**src/rtl/uart_tx.sv**
```systemverilog
// UART transmitter: serialises a shadowed parallel word as
// start / DATA_WIDTH data bits LSB first / optional parity / stop.
// Bit timing comes from an edge counter reloaded from the latched prescale.
module uart_tx #(
   parameter int DATA_WIDTH = 8
) (
   input  logic                  CLK,
   input  logic                  RST,
   input  logic [DATA_WIDTH-1:0] P_DATA,
   input  logic                  Data_Valid,
   input  logic                  PAR_EN,
   input  logic                  PAR_TYP,
   input  logic [5:0]            Prescale,
   output logic                  TX_OUT,
   output logic                  Busy
);

   localparam int BW = (DATA_WIDTH > 1) ? $clog2(DATA_WIDTH) : 1;

   typedef enum logic [2:0] {IDLE, START, DATA, PARITY, STOP} state_t;

   state_t                state;
   logic [5:0]            edge_cnt;
   logic [5:0]            sh_pres;
   logic [5:0]            last_edge;
   logic [BW-1:0]         bit_cnt;
   logic [BW-1:0]         bit_nxt;
   logic [DATA_WIDTH-1:0] sh_data;
   logic                  sh_par_en;
   logic                  sh_par_typ;
   logic                  bit_done;
   logic                  par_bit;

   // A latched prescale of 0 behaves as 1, so the last edge is 0 in both cases.
   assign last_edge = (sh_pres == 6'd0) ? 6'd0 : sh_pres - 6'd1;
   assign bit_done  = (edge_cnt == last_edge);
   assign bit_nxt   = bit_cnt + BW'(1);
   // Parity always comes from the shadow word, never the live input.
   assign par_bit   = sh_par_typ ? ~^sh_data : ^sh_data;

   // Frame FSM; TX_OUT/Busy are loaded with the value of the state being entered.
   always_ff @(posedge CLK or posedge RST) begin
      if (RST) begin
         state      <= IDLE;
         edge_cnt   <= 6'd0;
         bit_cnt    <= '0;
         sh_data    <= '0;
         sh_par_en  <= 1'b0;
         sh_par_typ <= 1'b0;
         sh_pres    <= 6'd0;
         TX_OUT     <= 1'b1;
         Busy       <= 1'b0;
      end else begin
         if (state != IDLE)
            edge_cnt <= bit_done ? 6'd0 : edge_cnt + 6'd1;
         case (state)
            IDLE: begin
               TX_OUT   <= 1'b1;
               Busy     <= 1'b0;
               edge_cnt <= 6'd0;
               bit_cnt  <= '0;
               if (Data_Valid) begin
                  sh_data    <= P_DATA;
                  sh_par_en  <= PAR_EN;
                  sh_par_typ <= PAR_TYP;
                  sh_pres    <= Prescale;
                  state      <= START;
                  TX_OUT     <= 1'b0;
                  Busy       <= 1'b1;
               end
            end
            START: begin
               if (bit_done) begin
                  state  <= DATA;
                  TX_OUT <= sh_data[0];
               end
            end
            DATA: begin
               if (bit_done) begin
                  if (bit_cnt == BW'(DATA_WIDTH - 1)) begin
                     bit_cnt <= '0;
                     if (sh_par_en) begin
                        state  <= PARITY;
                        TX_OUT <= par_bit;
                     end else begin
                        state  <= STOP;
                        TX_OUT <= 1'b1;
                     end
                  end else begin
                     bit_cnt <= bit_nxt;
                     TX_OUT  <= sh_data[bit_nxt];
                  end
               end
            end
            PARITY: begin
               if (bit_done) begin
                  state  <= STOP;
                  TX_OUT <= 1'b1;
               end
            end
            STOP: begin
               if (bit_done) begin
                  state  <= IDLE;
                  TX_OUT <= 1'b1;
                  Busy   <= 1'b0;
               end
            end
            default: begin
               state  <= IDLE;
               TX_OUT <= 1'b1;
               Busy   <= 1'b0;
            end
         endcase
      end
   end

endmodule

```
**config.mk**
```make
export PLATFORM = sky130hd
export DESIGN_NAME = uart_tx
export DESIGN_NICKNAME = d
export VERILOG_FILES = /design/src/rtl/uart_tx.sv
export SDC_FILE = /design/constraint.sdc
export NUM_CORES = 1
export LEC_CHECK = 0
export BUFFER_PORTS_ARGS = -buffer_cell sky130_fd_sc_hd__buf_2
export CAP_MARGIN = 20
export CELL_PAD_IN_SITES_DETAIL_PLACEMENT = 0
export CELL_PAD_IN_SITES_GLOBAL_PLACEMENT = 1
export CORE_UTILIZATION = 35
export CTS_CLUSTER_DIAMETER = 150
export DETAILED_ROUTE_END_ITERATION = 8
export PLACE_DENSITY_LB_ADDON = 0.1
export SLEW_MARGIN = 20
export SYNTH_ARGS = -nofsm -noshare
export SYNTH_HDL_FRONTEND = slang
export SYNTH_SLANG_ARGS = --single-unit
```
**constraint.sdc**
```tcl
create_clock -name CLK -period 3.1 [get_ports CLK]
set_clock_uncertainty 0.05 [all_clocks]
set_input_delay 0.155 -clock CLK [delete_from_list [all_inputs] [get_ports CLK]]
set_output_delay 0.155 -clock CLK [all_outputs]
set_load 0.02 [all_outputs]
```
==> results of run 1 <==
-- sequential cells by signal, indices dropped and copies added, names as in the netlist --
register / count
edge_cnt: 6
sh_data: 8
sh_par_typ: 1
sh_par_en: 1
bit_cnt: 3
Busy: 1
TX_OUT: 1
state: 3
sh_pres: 6
-- cell type report --
type	instances	area share
clock inverters	2	0.01940
multi-input cells	115	0.4366
inverters	10	0.01940
well taps	52	0.03364
repair buffers	23	0.06468
clock buffers	6	0.03752
flip-flops and latches	30	0.3887
-- layout by cell type, fill, tap and decap left out, types with 2 or more instances in the layout --
master and instances:
buf_2 20, nand2b_1 2, dfrtp_1 29, nor2_1 15, a21oi_1 6, mux4_2 2
xnor2_1 10, clkbuf_8 5, nor3_1 2, o21ai_0 9, mux2i_1 3, xor2_1 7
nand2_1 9, o31a_1 2, inv_1 10, ha_1 4, nand3_1 6, buf_4 2
nand4_1 3, mux2_2 12
-- final timing paths --
path	endpoint	startpoint	slack, ns	cells after the start
worst max-delay path	state[0]	sh_pres[0]	0.48	9
worst min-delay path	sh_pres[3]	Prescale[3]	0.03	3
worst max register to register	state[0]	sh_pres[0]	0.48	9
worst min register to register	sh_par_typ	sh_par_typ	0.49	1
max in group asynchronous	TX_OUT	RST	2.24	4
min in group asynchronous	edge_cnt[1]	RST	0.44	4
-- cells by family after synthesis --
group | count (synthesis)
and+or+nand+nor | 50
DFF | 30
AOI/OAI and AO/OA | 27
xor gates and xnor gates | 17
muxes | 17
buffers and inverters | 16
adders and majority gates | 4
-- report_power, final --
| part | switching [uW] | total [uW] | internal, uW |
|---|---|---|---|
| Clock | 149 | 388 | 239 |
| Sequential | 0 | 392 | 392 |
| Combinational | 11.0 | 20.7 | 9.74 |
-- critical path: cells and delay by family, from the launching register on --
family / cells / cell delay, ns
AND/OR/NAND/NOR: 3 / 0.97
AO/OA/AOI/OAI: 3 / 0.55
flip-flops: 1 / 0.41
adder cells (fa/ha/maj): 1 / 0.27
XOR/XNOR: 1 / 0.15
buffers and inverters: 1 / 0.12
-- metrics by stage --
step / setup WS, ns / hold WS [ns] / instances
floorplan: 0.7562 / 0.1951 / 161
global placement: 0.6065 / 0.2028 / 229
detailed placement: 0.4971 / 0.2043 / 229
CTS: 0.4684 / 0.02439 / 238
global route: 0.2573 / 0.04313 / 238
finish: 0.4837 / 0.03161 / 238
-- layer usage --
metal / part of all wire / vias to the layer above / track usage
li1: - / 613 / -
met1: 0.52 / 609 / 0.2020
met2: 0.43 / 29 / 0.2138
met3: 0.035 / 6 / 0.04219
met4: 0.014 / 0 / 0.04667
met5: 0 / - / 0
-- repair_timing --
action                    4_1_cts  5_1_grt
setup buffers                   0        0
hold endpoints to repair       29        0
hold buffers                    1        0
==> summary.txt, run 1 <==
Logic synthesis
  • Mapped Cells: 161
  • Mapped Area: 1677 sq um
  • Unique masters post-synth: 45
  • Post-Synth Adder-Cell Area: 0.02985
  • Synth top area share: 0.4328
  • Post-synth net total: ~180
  • Synthesized area per cell: roughly 10 sq um
  • Main combinational cell family by area after synthesis: simple AND/OR/NAND/NOR gates
  • Sequential share of the synthesized area: 0.4485
  • Compound-gate portion of the synthesized area: 0.1022
  • Top cells by count, synth: dfrtp_1, nor2_1, mux2_2, inv_1, xnor2_1
  • Synth area leader: dfrtp_1
  • Most numerous cell in the Yosys netlist: dfrtp_1
  • Asr flop ratio synth: 1.000
  • Post-synthesis mux area share: 0.1254
  • Post-Synth Simple-Gate Area: 0.1575
  • Post-synth EDFFs: 0
  • Xor/xnor cell area share of the yosys netlist: 0.08881
  • Synthesized flop and latch total: 30
  • Ys flop type: dfrtp_1
  • Warnings from Yosys: 0
  • Synth area leaders: dfrtp_1, mux2_2, xnor2_1

Clock tree
  • Clk sinks: 30
  • CTS tree: yes
  • Clock H-tree levels: 2
  • Number of CTS-inserted buffers: 5
  • Worst-path clk slew: 0.07 ns
  • Root buf cell: clkbuf_8
  • Clock buffer depth: 2
  • Clk_lat worst skew: roughly 0.28 ns
  • Post-CTS sizing: 0

Timing
  • Final period utilization: 0.8440
  • Final Setup Violations: 0
  • Max_slew headroom: 0.7180
  • Slew @ Worst Pin: 0.4177 ns
  • Fmax: 0.3822 GHz
  • Final TNS setup: 0 ns
  • Max-slew violation count: 0
  • RSZ-0062 raised after global routing: no
  • Hold Vio Cnt, Final: 0
  • Tmin final: between 2 and 3 ns

Critical path
  • Worst EP required: 3.23 ns
  • Critical path fanouts, max: 7
  • Crit path largest cell delay: 0.42 ns
  • CP startpoint kind: flip-flop
  • Crit path kind: flip-flop to flip-flop
  • CP Data Arrival Time: 2.75 ns
  • CP Cell Sequence: inv_1 -> ha_1 -> nor3b_1 -> a21oi_1 -> xnor2_1 -> o31a_1 -> nand4_1 -> or3_1 -> a221oi_1
  • Crit end category: flip-flop
  • Critical path's slowest cell: or3_1

Final layout
  • Area growth from synthesis to final layout: 15.37%
  • Antenna cell count: 0
  • Sequential cell area: 752.0 sq um
  • Area taken by multi-input logic gates: around 840 sq um
  • Post-Route Utilization: 0.4323
  • Final instance area: 1934 sq um
  • Nets: 208
  • Layout cell share with drive strength beyond 1: 0.2634
  • Fillers: 442

Route
  • Routed Wire Length: about 3200 microns
  • Antenna Nets Post-Route: 0
  • DRC: 0
  • Routed wire length per instance: 13.44 microns
  • DR vias/cell: 5.282
  • 1st-iter DRT viols: just over 60
  • Detailed-route via count: ~1300
  • Drt pass-1 iters: 4

Min path
  • Hold Path Class: input pin to flip-flop

Floorplanning
  • Number of placement rows: 24
  • Die width: 71.21 microns
  • Core Area: 4474 sq um
  • Ports: 21
  • Die area: 5071 sq um
  • Initial Util: 0.3747
  • DIE HEIGHT: 71.21 microns

Pwr
  • Lkg Pwr: between 0.0009 and 0.001 uW
  • Power Total: 800.3 uW
  • Cell area power density: 413.7 nW/um^2
  • Worst vdd ir: 0.0001945 V

Global routing
  • First-pass GRT wire length: 5713 microns
  • Remaining global-route overflow: 0
  • Overall fraction of global-route tracks in use: 0.1438
  • Vias in the first global route: roughly 1200
  • Antenna violations before repair: 0
  • Largest net degree at the start of global routing: 31

Placement
  • Final HPWL DP: around 2400 microns
  • Routability cong.: 0.8496
  • # port buffers: 20
  • Area after DPL: 1814 sq um

Flow run
  • Reported max-cap violation count: 0

Run status
  • Status: completed
(Power assumes the default switching activity.)
==> run 2: changes to the inputs <==
==> constraint.sdc (replaced) <==
create_clock -name CLK -period 2.5 [get_ports CLK]
set_clock_uncertainty 0.05 [all_clocks]
set_input_delay 0.125 -clock CLK [delete_from_list [all_inputs] [get_ports CLK]]
set_output_delay 0.125 -clock CLK [all_outputs]
set_load 0.02 [all_outputs]
==> summary.txt, run 2 (synthesis gave the netlist of run 1 again) <==
Clock tree
  • CTS tree: yes
  • Root buf cell: clkbuf_8
  • Worst-path clk slew: 0.07 ns (about the same)
  • Clk sinks: 30 (unchanged)
  • Number of CTS-inserted buffers: 5 (unchanged)
  • Clk_lat worst skew: 0.28 ns (about the same)
  • Clock H-tree levels: 2 (unchanged)
  • Clock buffer depth: 2 (unchanged)

Min path
  • WHS Path Cells: 3 (unchanged)
  • Hold Path Class: input pin to flip-flop
  • Hold path startpoint: Prescale[0]

Route
  • Routed Wire Length: 3314 microns (+3.6%)
  • 1st-iter DRT viols: 60 (-3.2%)
  • Detailed-route via count: 1272 (+1.2%)
  • Routed wire length per instance: 13.64 microns (+1.5%)
  • DR vias/cell: 5.235 (-0.89%)
  • Antenna Nets Post-Route: 0 (unchanged)
  • DRC: 0 (unchanged)
  • Drt pass-1 iters: 4 (unchanged)

Critical path
  • Crit end category: flip-flop
  • Crit path kind: flip-flop to flip-flop
  • Critical path's slowest cell: or4_4
  • CP Cell Sequence: or4_4 -> o21a_1 -> o21ai_1 -> mux2i_1 -> and4_2 -> or4_1 -> o31a_1
  • Crit Reg-Reg Endpoint: TX_OUT
  • Crit path largest cell delay: 0.55 ns (+0.13 ns)
  • FF-to-FF setup slack: 0.12 ns (-0.36 ns)
  • Crit path buf inv count: 0 (-1)
  • WP depth: 7 (-2)
  • Worst path top cell family by delay: simple AND/OR/NAND/NOR gates
  • Worst EP required: 2.66 ns (-0.57 ns)
  • CP Capture Point: TX_OUT
  • CP Data Arrival Time: 2.54 ns (-0.21 ns)
  • R2R Path Start: sh_pres[2]
  • Critical path fanouts, max: 6 (-1)
  • Worst r2r path cells: 7 (-2)
  • Critical path startpoint: sh_pres[2]
  • CP startpoint kind: flip-flop

Floorplanning
  • Initial Util: 0.3747 (unchanged)
  • Ports: 21 (unchanged)
  • DIE HEIGHT: 71.21 microns (unchanged)
  • Number of placement rows: 24 (unchanged)
  • Die area: 5071 sq um (unchanged)
  • Die width: 71.21 microns (unchanged)
  • Core Area: 4474 sq um (unchanged)

Placement
  • Setup Slack @ Placement: 0.1145 ns (-0.3826 ns)
  • Routability cong.: 0.7955 (-6.4%)
  • Inst Count DP: 231 (+0.87%)
  • # port buffers: 20 (unchanged)
  • Final HPWL DP: 2432 microns (+1.7%)

Final layout
  • Area growth from synthesis to final layout: 18.96%
  • Antenna cell count: 0 (unchanged)
  • Fillers: 436 (-1.4%)
  • Sequential cell area: 752.0 sq um (unchanged)
  • Area taken by multi-input logic gates: 860.8 sq um (+1.9%)
  • Most common cell after layout, fill and taps aside: dfrtp_1
  • Max reg flops: 8 (unchanged)
  • Reg with most FFs: sh_data
  • Layout cell share with drive strength beyond 1: 0.2880 (+0.02452)
  • Most frequent cells in the layout: dfrtp_1, buf_2, nor2_1
  • Finished Layout Cells: 243 (+2.1%)
  • Biggest regs: sh_data: 8 flops, edge_cnt: 6 flops, sh_pres: 6 flops
  • Nets: 213 (+2.4%)

Timing
  • Max_slew headroom: 0.7243 (+0.006249)
  • Fmax: 0.4203 GHz (+10%)
  • Final Setup Violations: 0 (unchanged)
  • Hold Vio Cnt, Final: 0 (unchanged)
  • Hold_ws: 0.002458 ns (-0.02915 ns)
  • Final TNS setup: 0 ns (unchanged)
  • Slew @ Worst Pin: 0.4084 ns (-0.009255 ns)
  • Final period utilization: 0.9518 (+0.1078)
  • Tmin final: 2.379 ns (-0.2369 ns)
  • Max-slew violation count: 0 (unchanged)
  • RSZ-0062 raised after global routing: no
  • Fin worst setup slack: 0.1205 ns (-0.3631 ns)

Global routing
  • Overall fraction of global-route tracks in use: 0.1496 (+0.005827)
  • Vias in the first global route: 1208 (-0.90%)
  • First-pass GRT wire length: 5858 microns (+2.5%)
  • Antenna violations before repair: 0 (unchanged)
  • Largest net degree at the start of global routing: 31 (unchanged)
  • Remaining global-route overflow: 0 (unchanged)

Pwr
  • Switching Fraction: 0.2030 (+0.003619)
  • Comb pwr share: 0.029 (+0.003)
  • Switching Power: 202.1 uW (+27%)
  • Sequential share of power: 0.488 (about the same)
  • Power Total: 995.6 uW (+24%)
  • Lkg Pwr: 0.0009544 uW (+3.4%)
  • Clk pwr share: 0.483 (-0.002)
  • Cell area power density: 499.2 nW/um^2 (+21%)
  • Int Pwr: 793.5 uW (+24%)
  • Worst vdd ir: 0.0004177 V (+110%)

Flow run
  • Reported max-cap violation count: 0 (unchanged)

Run status
  • Status: completed
[run 2: worst min path at each step]
| stage | to | slack [ns] |
|---|---|---|
| global placement | sh_pres[3] | 0.17 |
| detailed placement | sh_pres[1] | 0.18 |
| finish | sh_pres[0] | 0.002 |
| floorplan | Busy | 0.17 |
| CTS | sh_pres[0] | 0.004 |
| global route | sh_par_typ | 0.01 |
[run 2: tightest hold or removal path, delay by kind of cell]
| kind | cells | cell delay, ns |
|---|---|---|
| buffers and inverters | 1 | 0.07 |
| AND/OR/NAND/NOR | 1 | 0.03 |
| AO/OA/AOI/OAI | 1 | 0.06 |
[run 2: power by group through the flow]
stage	Combinational, uW	Sequential [uW]	Clock [uW]
global placement	25.0	494	0
CTS	30.5	485	494
detailed placement	25.5	494	0
finish	29.0	485	481
floorplan	7.42	494	0
global route	33.5	485	518
[run 2: final cells by class]
type | instances | area share
Inverter | 10 | 0.01882
Clock inverter | 3 | 0.02008
Multi-Input combinational cell | 115 | 0.4316
Tap cell | 52 | 0.03262
Clock buffer | 5 | 0.03450
Timing Repair Buffer | 28 | 0.08532
Sequential cell | 30 | 0.3770
[run 2: what timing repair did]
| item | CTS | global route |
|---|---|---|
| buffers inserted | 0 | 0 |
| hold endpoints to repair | 32 | 0 |
| hold buffers | 4 | 0 |
| gates resized for setup | 0 | 5 |
| setup endpoints to repair | 0 | 6 |
[run 2: metal layers]
metal  vias up  GRT usage  routed length, microns
li1        624          -                       -
met1       615     0.2047                    1711
met2        28     0.2265                    1409
met3         5    0.04360                     149
met4         0    0.05333                      43
met5         -          0                       0
[run 2: per-stage QoR]
step	utilization	cell area, sq um
3_5_place_dp	0.4088	1829
6_report	0.4457	1994
4_1_cts	0.4421	1978
2_1_floorplan	-	1677
3_3_place_gp	0.4088	1829
5_1_grt	0.4457	1994
